$ cat src/rtl/seq_state_monitor.sv
// seq_state_monitor: checks the 2-bit sequencer code (00 -> 01 -> 10 -> 00), tracks lock,
// counts periods and errors. Stuck-code detector enabled by SEQ_STATE_MONITOR_STUCK_EN.
module seq_state_monitor #(
    parameter int unsigned CNT_W      = 8,
    parameter int unsigned LOCK_LEN   = 3,
    parameter int unsigned UNLOCK_LEN = 2
) (
    input  logic             clk,
    input  logic             rstn,
    input  logic             en,
    input  logic [1:0]       state_in,
    input  logic             clr,
    output logic             locked,
    output logic             err_pulse,
    output logic             illegal,
    output logic [CNT_W-1:0] period_cnt,
    output logic [CNT_W-1:0] err_cnt,
    output logic             stuck
);

    localparam logic [1:0] ST_HUNT   = 2'd0;
    localparam logic [1:0] ST_SYNC   = 2'd1;
    localparam logic [1:0] ST_LOCKED = 2'd2;

    localparam logic [3:0] LOCK_THR   = 4'(LOCK_LEN);
    localparam logic [3:0] UNLOCK_THR = 4'(UNLOCK_LEN);

    logic [1:0]       state_q, state_d;
    logic [1:0]       prev_q, prev_d;
    logic [3:0]       match_run_q, match_run_d;
    logic [3:0]       miss_run_q, miss_run_d;
    logic [CNT_W-1:0] period_q, period_d;
    logic [CNT_W-1:0] err_q, err_d;
    logic             locked_q, err_pulse_q, illegal_q;

    logic             pred_valid;
    logic [1:0]       pred;
    logic             is_ill, is_match;
    logic             err_ev, ill_ev, period_ev;

    // A previous code of 11 has no successor, so every following sample mismatches.
    always_comb begin
        pred_valid = 1'b1;
        pred       = 2'b00;
        unique case (prev_q)
            2'b00:   pred = 2'b01;
            2'b01:   pred = 2'b10;
            2'b10:   pred = 2'b00;
            default: pred_valid = 1'b0;
        endcase
    end

    assign is_ill   = (state_in == 2'b11);
    assign is_match = pred_valid && (state_in == pred);

    always_comb begin
        state_d     = state_q;
        prev_d      = prev_q;
        match_run_d = match_run_q;
        miss_run_d  = miss_run_q;
        err_ev      = 1'b0;
        ill_ev      = 1'b0;
        period_ev   = 1'b0;
        if (en) begin
            prev_d = state_in;
            unique case (state_q)
                ST_HUNT: begin
                    if (is_ill) begin
                        ill_ev = 1'b1;
                    end else begin
                        state_d     = ST_SYNC;
                        match_run_d = 4'd0;
                    end
                end
                ST_SYNC: begin
                    if (is_ill) begin
                        ill_ev  = 1'b1;
                        err_ev  = 1'b1;
                        state_d = ST_HUNT;
                    end else if (is_match) begin
                        match_run_d = match_run_q + 4'd1;
                        if (match_run_d == LOCK_THR) begin
                            state_d    = ST_LOCKED;
                            miss_run_d = 4'd0;
                        end
                    end else begin
                        err_ev      = 1'b1;
                        match_run_d = 4'd0;
                    end
                end
                ST_LOCKED: begin
                    if (is_ill) begin
                        ill_ev  = 1'b1;
                        err_ev  = 1'b1;
                        state_d = ST_HUNT;
                    end else if (is_match) begin
                        miss_run_d = 4'd0;
                        period_ev  = (prev_q == 2'b10) && (state_in == 2'b00);
                    end else begin
                        err_ev     = 1'b1;
                        miss_run_d = miss_run_q + 4'd1;
                        if (miss_run_d == UNLOCK_THR) begin
                            state_d     = ST_SYNC;
                            match_run_d = 4'd0;
                        end
                    end
                end
                default: state_d = ST_HUNT;
            endcase
        end
    end

    // Clear takes priority over a same-cycle increment; error count saturates.
    always_comb begin
        period_d = period_q;
        err_d    = err_q;
        if (clr) begin
            period_d = '0;
            err_d    = '0;
        end else begin
            if (period_ev) begin
                period_d = period_q + CNT_W'(1);
            end
            if (err_ev && (err_q != {CNT_W{1'b1}})) begin
                err_d = err_q + CNT_W'(1);
            end
        end
    end

    always_ff @(posedge clk or negedge rstn) begin
        if (!rstn) begin
            state_q     <= ST_HUNT;
            prev_q      <= 2'b00;
            match_run_q <= 4'd0;
            miss_run_q  <= 4'd0;
            period_q    <= '0;
            err_q       <= '0;
            locked_q    <= 1'b0;
            err_pulse_q <= 1'b0;
            illegal_q   <= 1'b0;
        end else begin
            state_q     <= state_d;
            prev_q      <= prev_d;
            match_run_q <= match_run_d;
            miss_run_q  <= miss_run_d;
            period_q    <= period_d;
            err_q       <= err_d;
            locked_q    <= (state_d == ST_LOCKED);
            err_pulse_q <= err_ev;
            illegal_q   <= ill_ev;
        end
    end

    assign locked     = locked_q;
    assign err_pulse  = err_pulse_q;
    assign illegal    = illegal_q;
    assign period_cnt = period_q;
    assign err_cnt    = err_q;

`ifdef SEQ_STATE_MONITOR_STUCK_EN
    logic [1:0] hold_q, hold_d;
    logic       stuck_q, stuck_d;

    // Hold count saturates at 3; a further identical sample raises the sticky flag.
    always_comb begin
        hold_d  = hold_q;
        stuck_d = stuck_q;
        if (en) begin
            if (state_in == prev_q) begin
                if (hold_q == 2'd3) begin
                    stuck_d = 1'b1;
                end else begin
                    hold_d = hold_q + 2'd1;
                end
            end else begin
                hold_d = 2'd0;
            end
        end
        if (clr) begin
            stuck_d = 1'b0;
        end
    end

    always_ff @(posedge clk or negedge rstn) begin
        if (!rstn) begin
            hold_q  <= 2'd0;
            stuck_q <= 1'b0;
        end else begin
            hold_q  <= hold_d;
            stuck_q <= stuck_d;
        end
    end

    assign stuck = stuck_q;
`else
    assign stuck = 1'b0;
`endif

endmodule

$ cat config.mk
export PLATFORM = sky130hd
export DESIGN_NAME = seq_state_monitor
export DESIGN_NICKNAME = d
export VERILOG_FILES = /design/src/rtl/seq_state_monitor.sv
export SDC_FILE = /design/constraint.sdc
export NUM_CORES = 1
export LEC_CHECK = 0
export ABC_AREA = 1
export CAP_MARGIN = 10
export CORE_ASPECT_RATIO = 0.9
export CORE_MARGIN = 2
export CORE_UTILIZATION = 25
export DETAILED_ROUTE_END_ITERATION = 10
export GPL_TIMING_DRIVEN = 0
export PLACE_DENSITY = 0.46
export SYNTH_ARGS = -nofsm -noshare
export SYNTH_HDL_FRONTEND = slang
export SYNTH_SLANG_ARGS = --single-unit
export TNS_END_PERCENT = 1
$ cat constraint.sdc
create_clock -name clk -period 1.45 [get_ports clk]
set_input_delay 0.145 -clock clk [delete_from_list [all_inputs] [get_ports clk]]
set_output_delay 0.145 -clock clk [all_outputs]
set_load 0.005 [all_outputs]
**Word level (Yosys, flattened, before mapping)**

Cells that the tools add are included.

- Logic and storage cells: 84
- Input bits: 6
- Bits in registers: 31
- Output and inout port bits: 20

- Reduce and logical (&&, ||, !) cells: 15
- Equality and inequality tests: 17
- Muxes and demuxes: 39
- Add/subtract/negate cells: 4

Operators with widths:

| kind | count |
|---|---|
| 4-bit 2-to-1 mux | 11 |
| 8-bit 2-to-1 mux | 4 |
| 8-bit by 1-bit adder with 8-bit output, second input constant | 2 |
| 2-bit 2-to-1 mux | 8 |
| 2-bit != test, second input constant | 7 |
| 1-bit 2-to-1 mux | 12 |
| 4-bit case mux with 3 select lines | 1 |
| 4-bit by 1-bit adder with 4-bit output, second input constant | 2 |
| 2-bit equality test, second input constant | 4 |
| 4-bit by 2-bit equality test with 1-bit output, second input constant | 2 |
| 8-bit != test, second input constant | 1 |
| 4-bit case mux with 2 select lines | 1 |
| 7-bit AND reduction | 1 |
| 2-bit logical NOT | 3 |
| 2-bit case mux with 3 select lines | 1 |
| 6-bit AND reduction | 1 |
| 2-bit nonzero test | 3 |
| 3-bit OR reduction | 2 |
| 2-bit by 1-bit equality test with 1-bit output, second input constant | 2 |
| 2-bit case mux with 2 select lines | 1 |
| 1-bit logical AND | 3 |
| 3-bit nonzero test | 1 |
| 2-bit equality test | 1 |
| 2-bit OR reduction | 1 |

**Depth between registers and ports, before layout**

Gate-level depths: netlist of the first run.

- Depth after elaboration: 11
- Gate-level depth with buffers: 11
- Gate-level depth less buffers: 11

**Worst setup path before layout of the first run**

No wires, ideal clock.

- Kind: register to register
- Start: register state_q[0]
- End: register match_run_q[0]
- Period minus slack after synthesis: 1.569 ns
- Stages on the path, launching flop included: 9
- Required time: 1.321 ns
- Slack: -0.119 ns
- Library setup time: 0.129 ns
- Path buffers: 1
- Arrival: 1.440 ns
- Cells stage by stage: dfrtp_1 inv_1 ha_1 buf_2 nor2_1 nand2_1 a21oi_1 a21boi_2 mux2i_1

- Word-level cells in the longest chain between the ends: 3
- Elaborated cells on any way between the ends: 11
- Those cells by class: eq/ne (7); mux (1); reduce/logical (3)

RTL lines:

| item | RTL line | source |
|---|---|---|
| start: declaration | 28 | `logic [1:0] state_q, state_d;` |
| start signal: assignment | 142 | `state_q <= state_d;` |
| 2-bit equality test (tied with other cells) | 66 | `unique case (state_q)` |
| 2-bit != test (no source line) / 3-bit nonzero test (equally long branches) | n/a |  |
| 7-bit AND reduction (no source line) | n/a |  |
| end signal: assignment | 144 | `match_run_q <= match_run_d;` |
| end: declaration | 30 | `logic [3:0] match_run_q, match_run_d;` |

Parallel ways exist; a longest one is shown, timed or not.
A chain may end at the register's enable or synchronous reset.

**Worst setup path in the final report of the first run**

- Start: register miss_run_q[0]
- End: register match_run_q[1]

- Word-level cells in the longest chain between the ends: 4

RTL lines:

| item | RTL line | source |
|---|---|---|
| start: declaration | 31 | `logic [3:0] miss_run_q, miss_run_d;` |
| start signal: assignment | 145 | `miss_run_q <= miss_run_d;` |
| 4-bit by 1-bit adder with 4-bit output | 101 | `miss_run_d = miss_run_q + 4'd1;` |
| 4-bit by 2-bit equality test with 1-bit output | 102 | `if (miss_run_d == UNLOCK_THR) begin` |
| 2-bit != test (no source line) | n/a |  |
| 7-bit AND reduction (no source line) | n/a |  |

Every way passes these cells.

==> results of run 1 <==
-- registers in the layout, summed over array words and instances (netlist names) --
register,count
err_cnt,8
period_cnt,8
match_run_q,4
miss_run_q,4
prev_q,2
state_q,2
err_pulse,1
illegal,1
locked,1
-- power breakdown --
group          internal, uW  total (uW)  switching (uW)
Sequential              912         952            39.6
Combinational           297         611             314
Clock                   319         620             300
Total                  1530        2180             654
-- final timing paths --
| check | end | from |
|---|---|---|
| min in group asynchronous | err_cnt[6]$_DFFE_PN0P_ | rstn |
| setup / recovery | match_run_q[1]$_DFFE_PN0P_ | miss_run_q[0]$_DFFE_PN0P_ |
| hold reg to reg | period_cnt[3]$_DFFE_PN0P_ | period_cnt[3]$_DFFE_PN0P_ |
| max in group asynchronous | state_q[0]$_DFF_PN0_ | rstn |
| setup reg to reg | match_run_q[1]$_DFFE_PN0P_ | miss_run_q[0]$_DFFE_PN0P_ |
| hold / removal | prev_q[1]$_DFFE_PN0P_ | en |
-- critical path, delay by kind of cell, from the launching register on --
family	cells	cell delay [ns]
buffers and inverters	1	0.16
AND/OR/NAND/NOR	2	0.25
AO/OA/AOI/OAI	2	0.27
XOR/XNOR	1	0.16
flip-flops	1	0.41
adder cells (fa/ha/maj)	1	0.18
-- cell type report --
class | count | area, um2
Timing Repair Buffer | 42 | 380
Fill cell | 756 | 4490
Multi-Input combinational cell | 151 | 1040
Clock buffer | 6 | 72.6
Sequential cell | 31 | 781
Inverter | 34 | 135
Buffer | 4 | 27.5
Tap cell | 93 | 116
-- metrics by stage --
step / hold WS, ns / std cells
2_1_floorplan: -0.151 / 220
3_3_place_gp: 0.502 / 336
3_5_place_dp: 0.262 / 336
4_1_cts: 0.215 / 352
5_1_grt: 0.223 / 361
6_report: 0.214 / 361
-- routing by layer --
layer,routed length [um],GRT usage [%],vias up
met1,2110,16.8,743
met4,76,4.35,0
met2,1780,15.8,25
met3,152,3.02,6
li1,-,-,800
met5,0,0,-
-- cells in the final DEF (no fill, tap or decap), types with 6 or more instances in the layout --
cell / synthesis / layout
dfrtp_1: 31 / 27
nor2_1: 21 / 15
nand2_1: 41 / 34
o21ai_1: 6 / 6
inv_1: 28 / 25
buf_4: 1 / 19
clkdlybuf4s50_1: 0 / 21
a21oi_1: 13 / 10
o21ai_0: 8 / 8
nand3_1: 15 / 13
inv_2: 4 / 6
nand2_2: 3 / 8
-- cells by family (layout without fill, tap and decap cells) --
group,after synthesis,in the layout,synth area share (%)
buf+inv,38,86,8.32
fa+ha+maj,10,10,6.88
simple gates,103,103,30.1
other cells,1,1,0.206
mux,1,1,0.550
compound gates,33,33,9.84
flops,31,31,42.6
xor+xnor,3,3,1.44
-- timing repair --
action                     CTS  global route
hold endpoints to repair    31             0
setup endpoints to repair   24            25
gates resized for setup     15            22
setup buffers                9             9
hold buffers                 1             0
pin swaps                    7            17
cloned                       0             0
==> impl_metrics.json, run 1 <==
{
  "status": "finished, violations left",
  "failed_checks": "negative setup slack",
  "startpoint_type": "flip-flop",
  "ys.flop_type": "dfrtp_1",
  "rows": 29,
  "clk_pin_slew_ns": 0.06,
  "synth_most_common_cell": "nand2_1",
  "grt_pass1_wl_mm": 7.16,
  "synth.area.top_cells": "dfrtp_1 (43%), nand2_1 (8.5%), ha_1 (6.9%)",
  "die_x_um": 93.9,
  "drt_iter0_markers": 59,
  "fmax_mhz": 643,
  "critPathSlowestCell": "dfrtp_2",
  "yosysWarnings": 0,
  "ios": 26,
  "grt_pass1_vias": 1506,
  "antenna_left": 0,
  "syn_inst": 220,
  "hp-class": "in -> reg",
  "vdd_ir_drop_max_uv": 548,
  "gp_congestion": 0.796,
  "path_class": "reg -> reg",
  "setup-violations-final": 15,
  "fin_area_um2": 2550,
  "syn_area_per_cell_um2": 8.27,
  "dieArea_um2": 7980,
  "num_antenna_cells": 0,
  "power_density_nw_per_um2": 856,
  "antenna_found_initial": 0,
  "hold_violations": 0,
  "final_layout_size_suffix_gt1_share_pct": 30.6,
  "yosysUniqueCellTypes": 34,
  "final.setup.tns_ns": -0.789,
  "endpoint_kind": "flip-flop",
  "synth.top_cells.by_count": "nand2_1 (41), dfrtp_1 (31), inv_1 (28)",
  "dr.pass1.iters": 4,
  "drv_slew": 0,
  "portBuffers": 23,
  "fin_crit_sh_pct": 107,
  "dpl.hpwl_mm": 2.72,
  "worstMarginPinSlew_ns": 0.725,
  "crit_fanout": 4,
  "worst_slack_ns": -0.105,
  "area_growth_pct": 40.1,
  "min_period_ns": 1.55,
  "worst_skew_pair.late_latency_ns": 0.28,
  "grt-ovfl-total": 0,
  "placed_cell_area_um2": 2200,
  "viasPerCell": 4.36,
  "pre_cts_ws_ns": -0.311,
  "cts_root_buffer": "clkbuf_8",
  "regToRegSetupSlack_ns": -0.10,
  "r2r_cells": 7,
  "grt_usage_pct": 11.4,
  "grt_max_degree": 32,
  "numClockSinks": 31,
  "htree_levels": 2,
  "drv_cap": 0,
  "netlist_area_um2": 1820,
  "max_slew_margin_pct": 51.7,
  "synth-edff-count": 0,
  "cts_max_path_buffers": 2,
  "cts_tree": "yes",
  "cts_inserted_buffers": 5,
  "fin_skew_ns": 0.00567,
  "vias": 1574,
  "drc": 0,
  "yosysTopAreaCellShare_pct": 42.6,
  "start_util_pct": 25.8,
  "yosysSeqAreaShare_pct": 42.6,
  "core-area_um2": 7040,
  "worstPathArrival_ns": 1.71,
  "ys_ff_latch": 31,
  "synth_nets": 236,
  "p_total_uw": 2180,
  "critPathRequiredTime_ns": 1.61,
  "path_cells": "ha_2 > xor2_1 > nor2_1 > nand3_2 > buf_4 > a21boi_4 > o22ai_1",
  "die_height_um": 84.9,
  "post-route-util_pct": 36.2,
  "grt_setup_unrepaired": "true",
  "ys_async_sr_fraction_pct": 100,
  "nets": 285,
  "p_leak_uw": 0.00116,
  "synth_largest_area_cell": "dfrtp_1",
  "wl_per_cell_um": 11.4,
  "holdPathStages": 3,
  "slowest_delay_ns": 0.41,
  "wl_mm": 4.11
}
Note: power is estimated with default switching activity, not from simulation.
==> run 2, diff against run 1 <==
- CTS_CLUSTER_SIZE: unset -> 14
- GPL_ROUTABILITY_DRIVEN: unset -> 0
==> results of run 2 <==
The final DEF is identical to that of run 1; final timing and power are the same.
